==> src/rtl/eb_pkg.sv <==
// Shared types and helpers for the elastic-buffer round-robin arbiter.
package eb_pkg;

  typedef enum logic {ARB_IDLE, ARB_LOCKED} arb_state_t;

  // Wrapping increment over 0..n-1.
  function automatic int unsigned rr_next(input int unsigned idx, input int unsigned n);
    return (idx >= n - 1) ? 0 : idx + 1;
  endfunction

endpackage

==> src/rtl/eb_rr_pick.sv <==
// Rotating priority encoder: first set req bit scanning from ptr upwards with wrap.
module eb_rr_pick
  import eb_pkg::*;
#(
  parameter int unsigned NREQ = 4,
  localparam int unsigned IDW = $clog2(NREQ)
) (
  input  logic [NREQ-1:0] req,
  input  logic [IDW-1:0]  ptr,
  output logic [IDW-1:0]  gnt_idx,
  output logic            gnt_vld
);

  always_comb begin
    int unsigned idx;
    gnt_idx = '0;
    gnt_vld = 1'b0;
    idx     = 32'(ptr);
    for (int unsigned i = 0; i < NREQ; i++) begin
      if (!gnt_vld && req[IDW'(idx)]) begin
        gnt_vld = 1'b1;
        gnt_idx = IDW'(idx);
      end
      idx = rr_next(idx, NREQ);
    end
  end

endmodule

==> src/rtl/eb_rr_arbiter.sv <==
// Packet-aware round-robin arbiter feeding one FIFO write port through a single
// output register; a packet owner keeps the grant until its last beat.
module eb_rr_arbiter
  import eb_pkg::*;
#(
  parameter int unsigned DWIDTH = 32,
  parameter int unsigned NREQ   = 4,
  localparam int unsigned IDW   = $clog2(NREQ)
) (
  input  logic                   clk,
  input  logic                   rstf,
  input  logic [NREQ*DWIDTH-1:0] t_data,
  input  logic [NREQ-1:0]        t_last,
  input  logic [NREQ-1:0]        t_valid,
  output logic [NREQ-1:0]        t_ready,
  output logic [DWIDTH-1:0]      i_data,
  output logic                   i_last,
  output logic [IDW-1:0]         i_id,
  output logic                   i_valid,
  input  logic                   i_ready,
  output logic                   locked
);

  arb_state_t        state_q;
  logic [IDW-1:0]    ptr_q;
  logic [IDW-1:0]    owner_q;

  logic [IDW-1:0]    pick_idx;
  logic              pick_vld;
  logic [IDW-1:0]    gnt_idx;
  logic              gnt_vld;
  logic              gnt_last;
  logic [DWIDTH-1:0] gnt_data;
  logic              accept;
  logic              xfer;

  eb_rr_pick #(
    .NREQ(NREQ)
  ) u_pick (
    .req    (t_valid),
    .ptr    (ptr_q),
    .gnt_idx(pick_idx),
    .gnt_vld(pick_vld)
  );

  // While locked only the owner may be granted; bubbles simply stall the port.
  always_comb begin
    if (state_q == ARB_LOCKED) begin
      gnt_idx = owner_q;
      gnt_vld = t_valid[owner_q];
    end else begin
      gnt_idx = pick_idx;
      gnt_vld = pick_vld;
    end
  end

  always_comb begin
    gnt_data = '0;
    gnt_last = 1'b0;
    for (int unsigned k = 0; k < NREQ; k++) begin
      if (IDW'(k) == gnt_idx) begin
        gnt_data = t_data[k*DWIDTH +: DWIDTH];
        gnt_last = t_last[k];
      end
    end
  end

  assign accept = !i_valid || i_ready;
  // rstf gates the handshake so no beat is ever accepted while held in reset.
  assign xfer   = rstf && accept && gnt_vld;

  always_comb begin
    t_ready = '0;
    if (xfer) begin
      t_ready[gnt_idx] = 1'b1;
    end
  end

  always_ff @(posedge clk or negedge rstf) begin
    if (!rstf) begin
      state_q <= ARB_IDLE;
      ptr_q   <= '0;
      owner_q <= '0;
      locked  <= 1'b0;
      i_valid <= 1'b0;
      i_data  <= '0;
      i_last  <= 1'b0;
      i_id    <= '0;
    end else begin
      if (accept) begin
        i_valid <= xfer;
        if (xfer) begin
          i_data <= gnt_data;
          i_last <= gnt_last;
          i_id   <= gnt_idx;
        end
      end
      if (xfer) begin
        if (gnt_last) begin
          state_q <= ARB_IDLE;
          locked  <= 1'b0;
          ptr_q   <= IDW'(rr_next(32'(gnt_idx), NREQ));
        end else begin
          state_q <= ARB_LOCKED;
          locked  <= 1'b1;
          owner_q <= gnt_idx;
        end
      end
    end
  end

endmodule

==> config.mk <==
export PLATFORM = sky130hd
export DESIGN_NAME = eb_rr_arbiter
export DESIGN_NICKNAME = d
export VERILOG_FILES = /design/src/rtl/eb_pkg.sv /design/src/rtl/eb_rr_pick.sv /design/src/rtl/eb_rr_arbiter.sv
export SDC_FILE = /design/constraint.sdc
export NUM_CORES = 1
export LEC_CHECK = 0
export BUFFER_PORTS_ARGS = -buffer_cell sky130_fd_sc_hd__buf_2
export CAP_MARGIN = 20
export CORE_ASPECT_RATIO = 1.75
export CORE_MARGIN = 8
export CORE_UTILIZATION = 40
export CTS_CLUSTER_DIAMETER = 40
export DETAILED_ROUTE_END_ITERATION = 12
export GPL_ROUTABILITY_DRIVEN = 0
export PLACE_DENSITY_LB_ADDON = 0.3
export SLEW_MARGIN = 20
export SYNTH_ARGS = -nofsm -noshare
export SYNTH_HDL_FRONTEND = slang
export SYNTH_SLANG_ARGS = --single-unit
==> constraint.sdc <==
create_clock -name clk -period 3.8 [get_ports clk]
set_clock_uncertainty 0.05 [all_clocks]
set_input_delay 0.76 -clock clk [delete_from_list [all_inputs] [get_ports clk]]
set_output_delay 0.76 -clock clk [all_outputs]
set_load 0.005 [all_outputs]
== Yosys cells after proc, flatten, opt, wreduce, memory -nomap -nowiden ==
Cells that the tools add are included.

* Latch bits: 0
* Bits in read-only memories: 0
* Bits in writable memories: 0
* Bits in registers: 41
* Output and inout bits: 41
* Logic and storage cells: 77
* Input port bits: 139
* Memories: 0

* Mux-type cells: 36
* Bitwise logic cells: 1
* Shift-type cells: 0
* $mul: 0
* Add/subtract/negate cells: 4
* Reduce and logical (&&, ||, !) cells: 15
* Order comparisons: 11
* Eq/ne operators: 3
* Div/mod/pow operators: 0

{| class="wikitable"
|+ Operators by type and width
! operator !! count
|-
| $mux W32 || 6
|-
| $ge A32 B2 Y1 const B || 2
|-
| $add A32 B1 Y32 const B || 1
|-
| $lt A2 B3 Y1 const B || 6
|-
| $mux W1 || 16
|-
| $mux W2 || 7
|-
| $bmux W1 S2 || 5
|-
| $logic_and A1 B1 Y1 || 6
|-
| $reduce_and A2 Y1 || 3
|-
| $add A2 B1 Y2 const B || 2
|-
| $eq A2 B2 Y1 const A || 2
|-
| $ge A2 B2 Y1 const B || 2
|-
| $logic_not A1 Y1 || 4
|-
| $mux W4 || 1
|-
| $add A2 B1 Y3 const B || 1
|-
| $demux W1 S2 || 1
|-
| $eq A1 B2 Y1 const A || 1
|-
| $ge A2 B1 Y1 const B || 1
|-
| $logic_not A2 Y1 || 1
|-
| $logic_or A1 B1 Y1 || 1
|-
| $not A1 Y1 || 1
|}

== Longest topological paths before layout ==
* Depth after elaboration: 20
* Depth in mapped cells: 16
* Gate-level depth less buffers: 14

== Modules after synthesis ==
A second synthesis with hierarchy kept.

* Cells, all modules: 347
* Area total of the unflattened synthesis: 3046.7 um^2

{| class="wikitable"
|+ By module, submodules not included
! module !! area an instance (um^2) !! cells each !! times used
|-
| eb_rr_arbiter || 2588.7 || 279 || 1
|-
| eb_rr_pick || 457.9 || 68 || 1
|}

== Least setup slack after synthesis ==
OpenSTA, ideal clock, no wires.

* Path type: input port to flip-flop
* Start: input t_valid[2]
* End: register owner_q[0]
* Buffers on the path: 2
* Setup slack: -0.170 ns
* Stages: 11
* Library setup time: 0.125 ns
* Arrival: 3.796 ns
* Cells stage by stage: clkbuf_1 mux4_2 or4b_4 a31oi_4 ha_1 clkbuf_1 nor2_1 a221o_1 a22oi_1 nor3b_2 mux2_2

* Word-level cells in the longest chain between the ends: 20

{| class="wikitable"
|+ RTL lines
! what !! line !! text
|-
| from (decl) || eb_rr_arbiter.sv:14 || <nowiki>input logic [NREQ-1:0] t_valid,</nowiki>
|-
| $bmux W1 S2 || eb_rr_pick.sv:20 || <nowiki>if (!gnt_vld && req[IDW'(idx)]) begin</nowiki>
|-
| $mux W1 (implied by the code) || eb_rr_pick.sv:20 ||
|-
| $mux W1 || eb_rr_pick.sv:20 ||
|-
| $logic_not A1 Y1 || eb_rr_pick.sv:20 ||
|-
| $logic_and A1 B1 Y1 || eb_rr_pick.sv:20 ||
|-
| $mux W1 || eb_rr_pick.sv:20 ||
|-
| $logic_not A1 Y1 || eb_rr_pick.sv:20 ||
|-
| $logic_and A1 B1 Y1 || eb_rr_pick.sv:20 ||
|-
| $mux W1 || eb_rr_pick.sv:20 ||
|-
| $logic_not A1 Y1 || eb_rr_pick.sv:20 ||
|-
| $logic_and A1 B1 Y1 || eb_rr_pick.sv:20 ||
|-
| $mux W2 || eb_rr_pick.sv:20 ||
|-
| $mux W2 || eb_rr_arbiter.sv:48 || <nowiki>if (state_q == ARB_LOCKED) begin</nowiki>
|-
| $logic_not A2 Y1 || eb_rr_arbiter.sv:61 || <nowiki>if (IDW'(k) == gnt_idx) begin</nowiki>
|-
| $mux W1 (4 in series) || eb_rr_arbiter.sv:61 ||
|-
| $not A1 Y1 (no line) || -- ||
|-
| $reduce_and A2 Y1 (no line) || -- ||
|-
| to (signal assigned) || eb_rr_arbiter.sv:106 || <nowiki>owner_q <= gnt_idx;</nowiki>
|-
| to (decl) || eb_rr_arbiter.sv:26 || <nowiki>logic [IDW-1:0] owner_q;</nowiki>
|}

Parallel ways exist; a longest one is shown, timed or not. The select of a mux whose other input is x is not followed.
A chain may end at the register's enable or synchronous reset.

== Final worst setup path ==
* Start: register ptr_q[0]
* End: output t_ready[3]

* Word-level cells in the longest chain between the ends: 18

{| class="wikitable"
|+ RTL lines
! what !! line !! text
|-
| from (decl) || eb_rr_arbiter.sv:25 || <nowiki>logic [IDW-1:0] ptr_q;</nowiki>
|-
| from (signal assigned) || eb_rr_arbiter.sv:102 || <nowiki>ptr_q <= IDW'(rr_next(32'(gnt_idx), NREQ));</nowiki>
|-
| branches (longest 11 deep; another with $add A32 B1 Y32) || -- ||
|-
| $mux W2 (*) || eb_rr_pick.sv:20 ||
|-
| $mux W2 (*) || eb_rr_arbiter.sv:48 ||
|-
| via gnt_idx[0] || eb_rr_arbiter.sv:30 || <nowiki>logic [IDW-1:0] gnt_idx;</nowiki>
|-
| $lt A2 B3 Y1 (implied by the code) / $ge A2 B1 Y1 (equally long branches) || eb_rr_arbiter.sv:75 || <nowiki>t_ready[gnt_idx] = 1'b1;</nowiki>
|-
| $logic_and A1 B1 Y1 (implied by the code) || eb_rr_arbiter.sv:75 ||
|-
| $mux W1 (implied by the code) || eb_rr_arbiter.sv:75 ||
|-
| $demux W1 S2 (*) || eb_rr_arbiter.sv:75 ||
|-
| $mux W4 (*) || eb_rr_arbiter.sv:74 || <nowiki>if (xfer) begin</nowiki>
|-
| to (decl) || eb_rr_arbiter.sv:15 || <nowiki>output logic [NREQ-1:0] t_ready,</nowiki>
|}

Mark *: on every way through the listed nets, which the timed path passes. The select of a mux whose other input is x is not followed.

==> impl_metrics.ini <==
[timing]
relSlewSlack = 0.329
setup_viol_count_final = 0
tns_ps = 0
finalCritPeriodShare = 0.985
slew_violations = 0
hold_viol = 0
period_needed_ps = 3740
fmax_mhz = 267
tightest_slew_ps = 1000
grt_setup_unrepaired = yes

[layout]
area.growth.synth_to_final_pct = 48.8
layout-drive-gt1-share = 0.456
final_util = 0.607
nets = 694

[placed_design]
port_buffers = 179
dp_hpwl_um = 9000

[routing]
vias = 3606
dr.pass1.iters = 7
drt_wl_total_um = 11900
vias_per_cell = 5.65
ant_nets = 0
routedWlPerCell_um = 18.7
drc = 0
drt_iter0_drc = 193

[worst_setup_path]
path_cells = ha_4 > buf_8 > mux4_2 > buf_4 > o221ai_1 > o221a_1 > o31ai_1 > o21ai_2 > buf_4 > ha_4 > inv_2 > nor2_2 > buf_2
worstSetupStartpointType = register
cpMaxStageDelayCell = dfrtp_1
slowest_delay_ps = 420
crit_fanout = 9
crit_required_ps = 2990
worst-path-buf-inv = 5
worst_setup_path_end_kind = primary output
critPathKind = reg -> out
r2r_slack_ps = 170
path_delay_family = buffers and inverters
arrival_ps = 2930

[synth]
ys_async_sr_fraction = 1.00
synth_top_area_frac = 0.350
synth_seq_cells = 41
ys.flop_type = dfrtp_1
synth_edf_count = 0
synth_common_cells = 49 x nor2_1, 41 x dfrtp_1, 38 x a21oi_1
yosysTopAreaCell = dfrtp_1
yosysUniqueCellTypes = 47
synth_area_sq_um = 2930
yosys-top-cells-area = dfrtp_1 35%, a221oi_1 9.3%, a21oi_1 6.5%
yosysWarnings = 0
syn_area_per_cell_sq_um = 7.96
synth_most_common_cell = nor2_1
synth_nets = 512
postSynthCellCount = 368
ys_seq_area_frac = 0.350

[floorplan]
io_pins = 180
die_y_um = 129
rows = 41
die_w_um = 80.7
dieArea_sq_um = 10400
design.core.area_sq_um = 7180
initial_core_util = 0.408

[clock_network]
worstSkewPairLatency_ps = 280
clk_root_buffer_cell = clkbuf_16
clock_path_buffers = 2
cts.hold.buffers_added = 0
cts_max_level = 2
clkTransAtPathRegs_ps = 60
cts_tree = built
clock_sinks = 41
cts_buffers = 5

[status]
status = finished clean

[global_routing]
met3_usage = 0.0437
gr-usage-met1 = 0.212
grt_first_pass_wirelength_um = 17300
use_met2 = 0.383
grt-ovfl-total = 0
track_usage = 0.210
first_global_vias = 3547
busiest_layer = met2
grt_max_degree = 49
antenna_found_initial = 2

[power]
vdd_ir_drop_max_mv = 0.923
power_density_nw_per_um2 = 1150
p_leak_nw = 2.14

[run]
cap_violations = 0

[min_path]
hold_class = reg -> reg
==> flip-flops by register name (all words and copies together) (netlist names) <==
register and flops:
i_data 32, i_id 2, i_last 1, i_valid 1, owner_q 2, ptr_q 2
state_q 1
==> power breakdown <==
part / switching, W / internal (W)
registers: 0.000128 / 0.000645
clock network: 0.000163 / 0.000328
logic: 0.00209 / 0.00164
==> cells in the final DEF, fill, tap and decap left out, drive strengths merged, types with 3 or more instances in the layout <==
cell | synthesis | routed
ha | 5 | 5
dfrtp | 41 | 41
a31oi | 3 | 3
nand3b | 3 | 3
mux2i | 8 | 8
nand2 | 37 | 37
a221oi | 31 | 31
clkbuf | 27 | 7
mux2 | 8 | 8
inv | 11 | 11
o31ai | 3 | 4
nor3 | 32 | 32
buf | 10 | 211
a21oi | 39 | 39
o21ai | 35 | 35
nor2 | 49 | 49
==> final timing paths <==
kind | from | cells past startpoint | endpoint
hold / removal | i_data[30]$_DFFE_PN0P_ | 2 | i_data[30]$_DFFE_PN0P_
min in group asynchronous | rstf | 2 | i_data[16]$_DFFE_PN0P_
setup reg to reg | ptr_q[0]$_DFFE_PN0P_ | 16 | owner_q[0]$_DFFE_PN0P_
hold reg to reg | i_data[30]$_DFFE_PN0P_ | 2 | i_data[30]$_DFFE_PN0P_
max in group asynchronous | rstf | 2 | i_data[0]$_DFFE_PN0P_
setup / recovery | ptr_q[0]$_DFFE_PN0P_ | 13 | t_ready[3]
==> logic make-up (layout without fill, tap and decap cells) <==
logic type               count (synthesis)  count (layout)  share of synthesized area
AO/OA/AOI/OAI                          123             124                      0.279
XOR/XNOR                                 2               2                    0.00598
adder cells (fa/ha/maj)                  5               5                     0.0213
buffers and inverters                   48             230                     0.0679
flip-flops                              41              41                      0.350
multiplexers                            18              18                     0.0734
other                                    0               1                          0
AND/OR/NAND/NOR                        131             131                      0.202
==> layer usage <==
metal,up-vias,part of all wire
li1,1711,-
met1,1718,0.35
met2,138,0.54
met3,37,0.065
met4,2,0.045
met5,-,0.0010
==> through the flow <==
| stage | hold slack [ps] | total power (W) | cell area (sq um) | instances | setup slack (ps) |
|---|---|---|---|---|---|
| 3_3_place_gp | 415 | 0.00402 | 3990 | 621 | 7.73 |
| 6_report | 428 | 0.00499 | 4360 | 638 | 57.4 |
| 5_1_grt | 462 | 0.00540 | 4360 | 638 | -64.4 |
| 2_1_floorplan | 414 | 0.00308 | 2960 | 368 | 12.3 |
| 4_1_cts | 432 | 0.00473 | 4220 | 631 | 6.88 |
| 3_5_place_dp | 420 | 0.00411 | 3990 | 621 | -16.1 |
==> layout make-up <==
cell class              instances  area, sq um
fillers                       660         2820
diodes                          1         2.50
repair buffers                211         1160
flip-flops and latches         41         1030
well taps                      86          108
clock buffers                   7          143
clock inverters                 1         30.0
multi-input cells             280         1850
inverters                      11         43.8
==> worst min-delay path, stage by stage (launching register included) <==
cell and delay [ps]:
dfrtp_1 330, nand2_1 50, o21ai_1 60
==> what timing repair did <==
item / 4_1_cts / 5_1_grt
pin swaps: 4 / 6
gates cloned: 0 / 1
resized for setup: 9 / 19
setup endpoints to repair: 5 / 5
buffers inserted: 2 / 5
Note: power is estimated with default switching activity, not from simulation.
